### config.mk
export PLATFORM = sky130hd
export DESIGN_NAME = sort_job_scheduler
export DESIGN_NICKNAME = d
export VERILOG_FILES = /design/src/rtl/sort_pkg.sv /design/src/rtl/sort_rr_arbiter.sv /design/src/rtl/sort_job_scheduler.sv
export SDC_FILE = /design/constraint.sdc
export NUM_CORES = 1
export LEC_CHECK = 0
export CORE_MARGIN = 3
export CORE_UTILIZATION = 44
export DETAILED_ROUTE_END_ITERATION = 8
export PLACE_DENSITY = 0.86
export SETUP_SLACK_MARGIN = 0.1
export SLEW_MARGIN = 20
export SYNTH_ARGS = -nofsm -noshare
export SYNTH_HDL_FRONTEND = slang
export SYNTH_SLANG_ARGS = --single-unit
### constraint.sdc
create_clock -name clk -period 2.8 [get_ports clk]
set_input_delay 0.56 -clock clk [delete_from_list [all_inputs] [get_ports clk]]
set_output_delay 0.56 -clock clk [all_outputs]
set_load 0.005 [all_outputs]
### src/rtl/sort_pkg.sv
// Shared definitions for the sort job scheduler.
// - state_e   : scheduler FSM states
// - CntW      : width of the saturating job statistics counters
// - dw_of     : packed vector width from element count and element width
// - id_w_of   : requester ID width for a given requester count
// - sat_inc   : saturating increment for statistics counters
package sort_pkg;

  typedef enum logic [1:0] {
    StIdle,
    StLaunch,
    StWait,
    StResp
  } state_e;

  localparam int unsigned CntW = 16;

  function automatic int unsigned dw_of(input int unsigned n, input int unsigned w);
    return n * w;
  endfunction

  function automatic int unsigned id_w_of(input int unsigned nreq);
    return (nreq > 1) ? $clog2(nreq) : 1;
  endfunction

  function automatic logic [CntW-1:0] sat_inc(input logic [CntW-1:0] v);
    return (v == '1) ? v : v + CntW'(1);
  endfunction

endpackage

### src/rtl/sort_rr_arbiter.sv
// Combinational round-robin arbiter.
// - req : request vector
// - ptr : requester index with highest priority this cycle
// - en  : grant enable; gnt is all-zero when low
// - gnt : one-hot grant (all-zero when no request or not enabled)
module sort_rr_arbiter
  import sort_pkg::*;
#(
  parameter int unsigned NREQ = 4,
  localparam int unsigned IdW = id_w_of(NREQ)
) (
  input  logic [NREQ-1:0] req,
  input  logic [IdW-1:0]  ptr,
  input  logic            en,
  output logic [NREQ-1:0] gnt
);

  logic [2*NREQ-1:0] dbl_req;
  logic [2*NREQ-1:0] dbl_gnt;
  logic [NREQ-1:0]   rot_req;
  logic [NREQ-1:0]   rot_gnt;

  always_comb begin
    // Rotate so that requester ptr sits at bit 0, isolate the lowest set bit,
    // then rotate the winner back into place.
    dbl_req = {req, req} >> ptr;
    rot_req = dbl_req[NREQ-1:0];
    rot_gnt = rot_req & (~rot_req + NREQ'(1));
    dbl_gnt = {rot_gnt, rot_gnt} << ptr;
    gnt     = en ? dbl_gnt[2*NREQ-1:NREQ] : '0;
  end

endmodule

### src/rtl/sort_job_scheduler.sv
// Round-robin scheduler sharing one external sorter among NREQ requesters.
// - clk, rst_n                 : clock, synchronous active-low reset
// - req_valid/req_data/req_ready : per-requester job intake (one-hot accept)
// - rsp_valid/rsp_ready/rsp_id/rsp_data/rsp_err : shared response channel
// - srt_start/srt_data_in/srt_data_out/srt_done : sorter control and result
// - jobs_ok/jobs_err           : saturating completion / timeout counters
module sort_job_scheduler
  import sort_pkg::*;
#(
  parameter int unsigned NREQ    = 4,
  parameter int unsigned N       = 4,
  parameter int unsigned W       = 8,
  parameter int unsigned TIMEOUT = 64,
  localparam int unsigned DW     = dw_of(N, W),
  localparam int unsigned IdW    = id_w_of(NREQ)
) (
  input  logic               clk,
  input  logic               rst_n,
  input  logic [NREQ-1:0]    req_valid,
  input  logic [NREQ*DW-1:0] req_data,
  output logic [NREQ-1:0]    req_ready,
  output logic               rsp_valid,
  input  logic               rsp_ready,
  output logic [IdW-1:0]     rsp_id,
  output logic [DW-1:0]      rsp_data,
  output logic               rsp_err,
  output logic               srt_start,
  output logic [DW-1:0]      srt_data_in,
  input  logic [DW-1:0]      srt_data_out,
  input  logic               srt_done,
  output logic [CntW-1:0]    jobs_ok,
  output logic [CntW-1:0]    jobs_err
);

  localparam int unsigned    TmoW    = $clog2(TIMEOUT);
  localparam logic [TmoW-1:0] TmoLast = TmoW'(TIMEOUT - 1);
  localparam logic [IdW-1:0]  IdLast  = IdW'(NREQ - 1);

  state_e          state_q, state_d;
  logic [IdW-1:0]  ptr_q, ptr_d;
  logic [IdW-1:0]  id_q, id_d;
  logic [TmoW-1:0] tmo_cnt_q, tmo_cnt_d;
  logic [DW-1:0]   job_q, job_d;
  logic [DW-1:0]   rsp_data_q, rsp_data_d;
  logic            rsp_err_q, rsp_err_d;
  logic [CntW-1:0] jobs_ok_q, jobs_ok_d;
  logic [CntW-1:0] jobs_err_q, jobs_err_d;

  logic [NREQ-1:0] gnt;
  logic [DW-1:0]   gnt_data;
  logic [IdW-1:0]  gnt_id;

  sort_rr_arbiter #(
    .NREQ(NREQ)
  ) u_arb (
    .req(req_valid),
    .ptr(ptr_q),
    .en (state_q == StIdle),
    .gnt(gnt)
  );

  // Select the granted requester's vector and index.
  always_comb begin
    gnt_data = '0;
    gnt_id   = '0;
    for (int i = 0; i < NREQ; i++) begin
      if (gnt[i]) begin
        gnt_data = req_data[i*DW +: DW];
        gnt_id   = IdW'(i);
      end
    end
  end

  always_comb begin
    state_d    = state_q;
    ptr_d      = ptr_q;
    id_d       = id_q;
    tmo_cnt_d  = tmo_cnt_q;
    job_d      = job_q;
    rsp_data_d = rsp_data_q;
    rsp_err_d  = rsp_err_q;
    jobs_ok_d  = jobs_ok_q;
    jobs_err_d = jobs_err_q;

    unique case (state_q)
      StIdle: begin
        if (|gnt) begin
          job_d   = gnt_data;
          id_d    = gnt_id;
          state_d = StLaunch;
        end
      end
      StLaunch: begin
        tmo_cnt_d = '0;
        state_d   = StWait;
      end
      StWait: begin
        tmo_cnt_d = tmo_cnt_q + TmoW'(1);
        // A zero count marks the first WAIT cycle, where done may still be
        // left over from the previous job. Done beats timeout in a tie.
        if (srt_done && (tmo_cnt_q != '0)) begin
          rsp_data_d = srt_data_out;
          rsp_err_d  = 1'b0;
          jobs_ok_d  = sat_inc(jobs_ok_q);
          state_d    = StResp;
        end else if (tmo_cnt_q == TmoLast) begin
          rsp_data_d = job_q;
          rsp_err_d  = 1'b1;
          jobs_err_d = sat_inc(jobs_err_q);
          state_d    = StResp;
        end
      end
      StResp: begin
        if (rsp_ready) begin
          ptr_d   = (id_q == IdLast) ? '0 : id_q + IdW'(1);
          state_d = StIdle;
        end
      end
      default: state_d = StIdle;
    endcase
  end

  always_ff @(posedge clk) begin
    if (!rst_n) begin
      state_q    <= StIdle;
      ptr_q      <= '0;
      id_q       <= '0;
      tmo_cnt_q  <= '0;
      job_q      <= '0;
      rsp_data_q <= '0;
      rsp_err_q  <= 1'b0;
      jobs_ok_q  <= '0;
      jobs_err_q <= '0;
    end else begin
      state_q    <= state_d;
      ptr_q      <= ptr_d;
      id_q       <= id_d;
      tmo_cnt_q  <= tmo_cnt_d;
      job_q      <= job_d;
      rsp_data_q <= rsp_data_d;
      rsp_err_q  <= rsp_err_d;
      jobs_ok_q  <= jobs_ok_d;
      jobs_err_q <= jobs_err_d;
    end
  end

  assign req_ready   = gnt;
  assign rsp_valid   = (state_q == StResp);
  assign rsp_id      = id_q;
  assign rsp_data    = rsp_data_q;
  assign rsp_err     = rsp_err_q;
  assign srt_start   = (state_q == StLaunch);
  assign srt_data_in = job_q;
  assign jobs_ok     = jobs_ok_q;
  assign jobs_err    = jobs_err_q;

endmodule

# ---- Word level (Yosys, flattened, before mapping)
# Index checks and enable logic that the tools add are counted.
dict set report totals {
  ff_bits 109
  input_bits 168
  out_inout_bits 105
  elab_cells 62
}
dict set report op_classes {
  add_sub_neg 5
  eq_ne 10
  n_shift 2
  n_mux 19
  n_bitwise 5
  reduce_logical 12
}
# cell n
set ops {}
lappend ops {{$mux 32} 6}
lappend ops {{$add 16x1->16 const B} 2}
lappend ops {{$eq 16x16->1 const B} 2}
lappend ops {{$mux 2} 7}
lappend ops {{$pmux 6 s2} 1}
lappend ops {{$pmux 2 s4} 1}
lappend ops {{$shl 8x2->8} 1}
lappend ops {{$shr 8x2->4} 1}
lappend ops {{$add 6x1->6 const B} 1}
lappend ops {{$eq 2x2->1 const B} 3}
lappend ops {{$eq 6x6->1 const B} 1}
lappend ops {{$reduce_and 2->1} 3}
lappend ops {{$reduce_and 3->1} 2}
lappend ops {{$reduce_bool 6->1} 1}
lappend ops {{$add 4x1->4 const B} 1}
lappend ops {{$and 4x4->4} 1}
lappend ops {{$mux 4} 1}
lappend ops {{$not 4->4} 1}
lappend ops {{$reduce_and 4->1} 1}
lappend ops {{$reduce_bool 2->1} 2}
lappend ops {{$reduce_or 4->1} 1}
lappend ops {{$mux 1} 3}
lappend ops {{$ne 3x3->1 const B} 1}
lappend ops {{$not 1->1} 3}
lappend ops {{6 further kinds} 6}

# ---- Depth between registers and ports, before layout
dict set report logic_depth {
  depth_word 10
  depth_mapped 8
  mapped_depth_nobuf 7
}

# ---- Modules after synthesis
# A second synthesis with hierarchy kept.
dict set report unflattened {
  cells_unflattened 680
  area_unflattened_um2 5756.8
}
# mod instances cells_each area_per_inst_um2 seq_area_each_um2
set modules_own_cells {}
lappend modules_own_cells {sort_job_scheduler 1 662 5642.9 2182.1}
lappend modules_own_cells {sort_rr_arbiter 1 18 113.9 0.0}

# ---- Worst setup path after synthesis
# Ideal clock, no wire load.
dict set report synth_path {
  path_kind {input -> output}
  startpoint {input req_valid[0]}
  endpoint {output req_ready[2]}
  t_arrival_ns 1.598
  t_required_ns 2.240
  slack_ns 0.642
  stages 5
  n_path_buf 2
  cell_sequence {clkbuf_1 > nor3_1 > a211oi_1 > nor3_1 > buf_2}
}
dict set report synth_between {
  elab_chain_len 6
}
# item line
set synth_rtl {}
lappend synth_rtl {{from (decl)} sort_job_scheduler.sv:19} ;# input logic [NREQ-1:0] req_valid,
lappend synth_rtl {{$shr 8x2->4 (*)} sort_rr_arbiter.sv:26} ;# dbl_req = {req, req} >> ptr;
lappend synth_rtl {{$not 4->4} sort_rr_arbiter.sv:28} ;# rot_gnt = rot_req & (~rot_req + NREQ'(1));
lappend synth_rtl {{$add 4x1->4} sort_rr_arbiter.sv:28}
lappend synth_rtl {{$and 4x4->4 (*)} sort_rr_arbiter.sv:28}
lappend synth_rtl {{$shl 8x2->8 (*)} sort_rr_arbiter.sv:29} ;# dbl_gnt = {rot_gnt, rot_gnt} << ptr;
lappend synth_rtl {{$mux 4 (*)} sort_rr_arbiter.sv:30} ;# gnt = en ? dbl_gnt[2*NREQ-1:NREQ] : '0;
lappend synth_rtl {{to (decl)} sort_job_scheduler.sv:21} ;# output logic [NREQ-1:0] req_ready,
# Mark *: on every way between the ends. The rest lies on a longest branch, timed or not.

# ---- Worst setup path after layout
dict set report layout_path {
  startpoint {register state_q[0]}
  endpoint {output req_ready[3]}
}
dict set report layout_between {
  elab_chain_len 2
}
# item line
set layout_rtl {}
lappend layout_rtl {{from (decl)} sort_job_scheduler.sv:39} ;# state_e state_q, state_d;
lappend layout_rtl {{from (signal assigned)} sort_job_scheduler.sv:125} ;# state_q <= StIdle;
lappend layout_rtl {{from (signal assigned)} sort_job_scheduler.sv:135} ;# state_q <= state_d;
lappend layout_rtl {{$logic_not 2->1} sort_job_scheduler.sv:58} ;# .en (state_q == StIdle),
lappend layout_rtl {{$mux 4} sort_rr_arbiter.sv:30}
# Every way passes these cells.

==> key figures <==
Drt
  • DR iter-0 viols: around 560
  • WL/cell: a little under 20 um
  • Via count: 6361
  • Pre-Repair DR Iteration Count: 5
  • WL final: between 20000 and 25000 um
  • Detail Route Antenna Nets: 0
  • Drt via density: 5.72
  • Post-route DRC violation count: 0

Global routing
  • GR peak layer: met2
  • Initial antenna violation count: 1
  • Largest net degree at the start of global routing: 65
  • Number of global-route vias before repair: roughly 5800
  • Met3 GRT Util: roughly 7.4%
  • Remaining Overflow, GRT: 0
  • Routing usage on met2: between 40% and 50%
  • Tot GR Track Use: 29.6%
  • Global-route wire length before repair: roughly 33000 um
  • Met1 Use GR: 38.5%

Floorplanning
  • Die Wd: approximately 120 um
  • Die area: roughly 0.014 mm2
  • Io pins: between 200 and 300
  • # rows: 40
  • Initial core utilization: between 40% and 50%
  • Die Ht: about 120 um
  • Core area: 0.0122 mm2

Yosys
  • Mapped Nets: roughly 860
  • EDFF count, synth: 0
  • Sequential share of the synthesized area: 38.9%
  • Synth unique cells: 54
  • Synthesized cell area: between 0.005 and 0.006 mm2
  • Synthesized instance count: 682
  • Top cells by area, synth: dfxtp_1 (39%), a31oi_1 (5.9%), mux2i_1 (5.7%), nand2_1 (4.8%), a21oi_1 (4.7%)
  • Synth Area per Inst: a little over 8 um2
  • Commonest cells post-synth: dfxtp_1 (109), nand2_1 (72), nor2_1 (68)
  • Cell taking the most area after synthesis: dfxtp_1
  • Share of the synthesized area in the top cell type: about two fifths
  • Prevailing post-synth register cell: dfxtp_1
  • Synth warnings: 0
  • Ys async rst share: 0%
  • Synth Register Bits: between 100 and 150
  • Count leader, synth: dfxtp_1

Power
  • Pwr Total: around 5 mW
  • Pwr/cell area: around 570 mW/mm2
  • LEAKAGE: 3.25 nW
  • Maximum VDD drop: between 0.4 and 0.5 mV

Cells and area
  • Proportion of layout cells with a drive suffix above 1: 5.83%
  • Non-Filler Instances: ~1100
  • Sequential Area: about 0.0022 mm2
  • Area of the multi-input gates: between 0.003 and 0.004 mm2
  • # fillers: a little under 1000
  • Area growth from synthesis to layout: 57.2%
  • Ant. Diodes: 0
  • Cell area after layout: 0.00881 mm2
  • NumNets Final: 1116

Place
  • DPL Wire Length: about 16000 um
  • Inst Count DP: between 1000 and 1500
  • Port Buffers: 272
  • Final RePlAce weighted congestion: roughly 0.95
  • Placement Cell Area: roughly 0.0085 mm2

Critical path
  • R2R cell count: 7
  • Worst EP arrival: about 2 ns
  • Crit path from: state_q[0]$_SDFFE_PN0P_
  • Crit-path max cell delay: ~0.54 ns
  • Slowest-stage cell, CP: clkdlybuf4s50_1
  • Crit path kind: flop to output pin
  • CP Cell Sequence: inv_1, ha_4, and3_1, nand2_1, clkinv_1, clkdlybuf4s50_1
  • Reg2reg setup slack: between 0.5 and 0.6 ns
  • Worst setup EP type: output pin
  • Crit path required time: between 2 and 2.5 ns
  • Worst Path Max Fanout: 14
  • Startpoint Class: flop
  • Crit path capture: req_ready[3]
  • Reg2reg end: rsp_data[16]$_SDFFE_PN0P_
  • Worst r2r src: tmo_cnt_q[0]$_SDFFE_PN0P_

Clock tree
  • Postcts setup bufs: 0
  • Post-CTS Hold Fix Bufs: 0
  • Clock Sink Count: around 110
  • CTS buffer count: 9
  • Clock-pin slew on the worst setup and hold paths: about 0.070 ns
  • CTS Root Buffer Type: clkbuf_16
  • TritonCTS clock tree: built
  • Clk_lat worst skew: ~0.36 ns
  • H-tree depth: 3
  • Clk buf depth: 2

Status
  • Status: finished, final reports clean

STA
  • Final setup TNS: 0 ns
  • Slew HR: about half
  • Final setup viols: 0
  • Tmin final: 2.56 ns
  • Fmax: a little under 400 MHz
  • Fin. Hold Viols: 0
  • Worst Skew: 0.00614 ns
  • Pins over their slew limit: 0
  • Fin Hold WS: roughly 0.50 ns
  • Worst Max-Slew Pin Slew: slightly below 0.8 ns
  • RSZ-0062 raised after global routing: false
  • Fin crit share: 91.3%

Min path
  • Worst Min Path Start: jobs_ok[1]$_SDFFE_PN0P_
  • Hold Path Class: flop to flop

Flow run
  • Max cap viols: 0
-- layer usage --
metal | vias to the layer above | part of all wire (%)
met4 | 2 | 2.8
met1 | 2991 | 41
met2 | 314 | 48
met3 | 40 | 8.2
li1 | 3014 | -
met5 | - | 0.051
-- cells in the final DEF, fill, tap and decap left out, drive strengths merged, types with 3 or more instances in the layout --
master	Yosys	routed
a211oi	6	6
a21oi	54	54
a221oi	7	7
a22oi	32	32
a31oi	53	53
and3	6	6
and4	4	4
buf	21	26
clkbuf	30	13
clkdlybuf4s50	0	264
dfxtp	109	109
dlygate4sd2	0	6
ha	9	9
inv	11	11
mux2i	32	32
nand2	73	73
nand3	22	22
nand4	10	10
nor2	68	68
nor2b	4	4
nor3	12	12
nor4	17	17
nor4b	3	3
o211ai	3	3
o21ai	48	48
o221ai	5	5
xnor2	24	24
xor2	3	3
-- cell families (layout without fill, tap and decap cells) --
kind of cell / after synthesis / after routing / share of synthesized area, %
AO/OA/AOI/OAI: 216 / 216 / 24.3
XOR/XNOR: 27 / 27 / 4.22
adder cells (fa/ha/maj): 9 / 9 / 2.01
buffers and inverters: 63 / 325 / 5.69
flip-flops: 109 / 109 / 38.9
multiplexers: 32 / 32 / 5.72
AND/OR/NAND/NOR: 226 / 226 / 19.1
-- power by group --
part	switching, mW	internal, mW	total, mW
logic	0.933	0.886	1.82
registers	0.136	1.69	1.83
clock network	0.585	0.767	1.35
total	1.65	3.34	5.00
-- critical path: cells and delay by family, from the launching register on --
kind | cells | cell delay, ns
simple gates | 2 | 0.28
flops | 1 | 0.33
fa+ha+maj | 1 | 0.27
buf+inv | 3 | 0.76
-- flip-flops by register name (all words and copies together), names as in the netlist --
signal	count
jobs_ok	16
state_q	2
rsp_err	1
srt_data_in	32
tmo_cnt_q	6
rsp_data	32
ptr_q	2
jobs_err	16
rsp_id	2
-- what timing repair did --
item,in CTS,in global routing
endpoints found under the setup margin,4,1
endpoints found under the hold margin,0,0
gates resized for setup,7,2
-- area by class of cell --
cell class	instances	share of cell area [%]
inverters	12	0.511
clock buffers	13	3.07
multi-input cells	510	35.6
clock inverters	3	0.483
repair buffers	297	33.2
flip-flops and latches	109	24.8
well taps	168	2.39
-- worst min-delay path by stage --
stage,end,slack (ns),cells after the start
after floorplan,tmo_cnt_q[1]$_SDFFE_PN0P_,0.47,2
after global placement,jobs_ok[1]$_SDFFE_PN0P_,0.48,2
after detailed placement,jobs_ok[1]$_SDFFE_PN0P_,0.50,2
after CTS,jobs_ok[1]$_SDFFE_PN0P_,0.51,2
after global routing,rsp_data[9]$_SDFFE_PN0P_,0.55,2
final,jobs_ok[1]$_SDFFE_PN0P_,0.50,2
-- per-stage QoR --
step / worst slack (ns) / utilization, %
6_report: 0.242 / 72.1
5_1_grt: 0.114 / 72.1
4_1_cts: 0.138 / 72.1
3_5_place_dp: -0.0301 / 69.5
3_3_place_gp: -0.0364 / 69.5
2_1_floorplan: 0.642 / -
(Power assumes the default switching activity.)
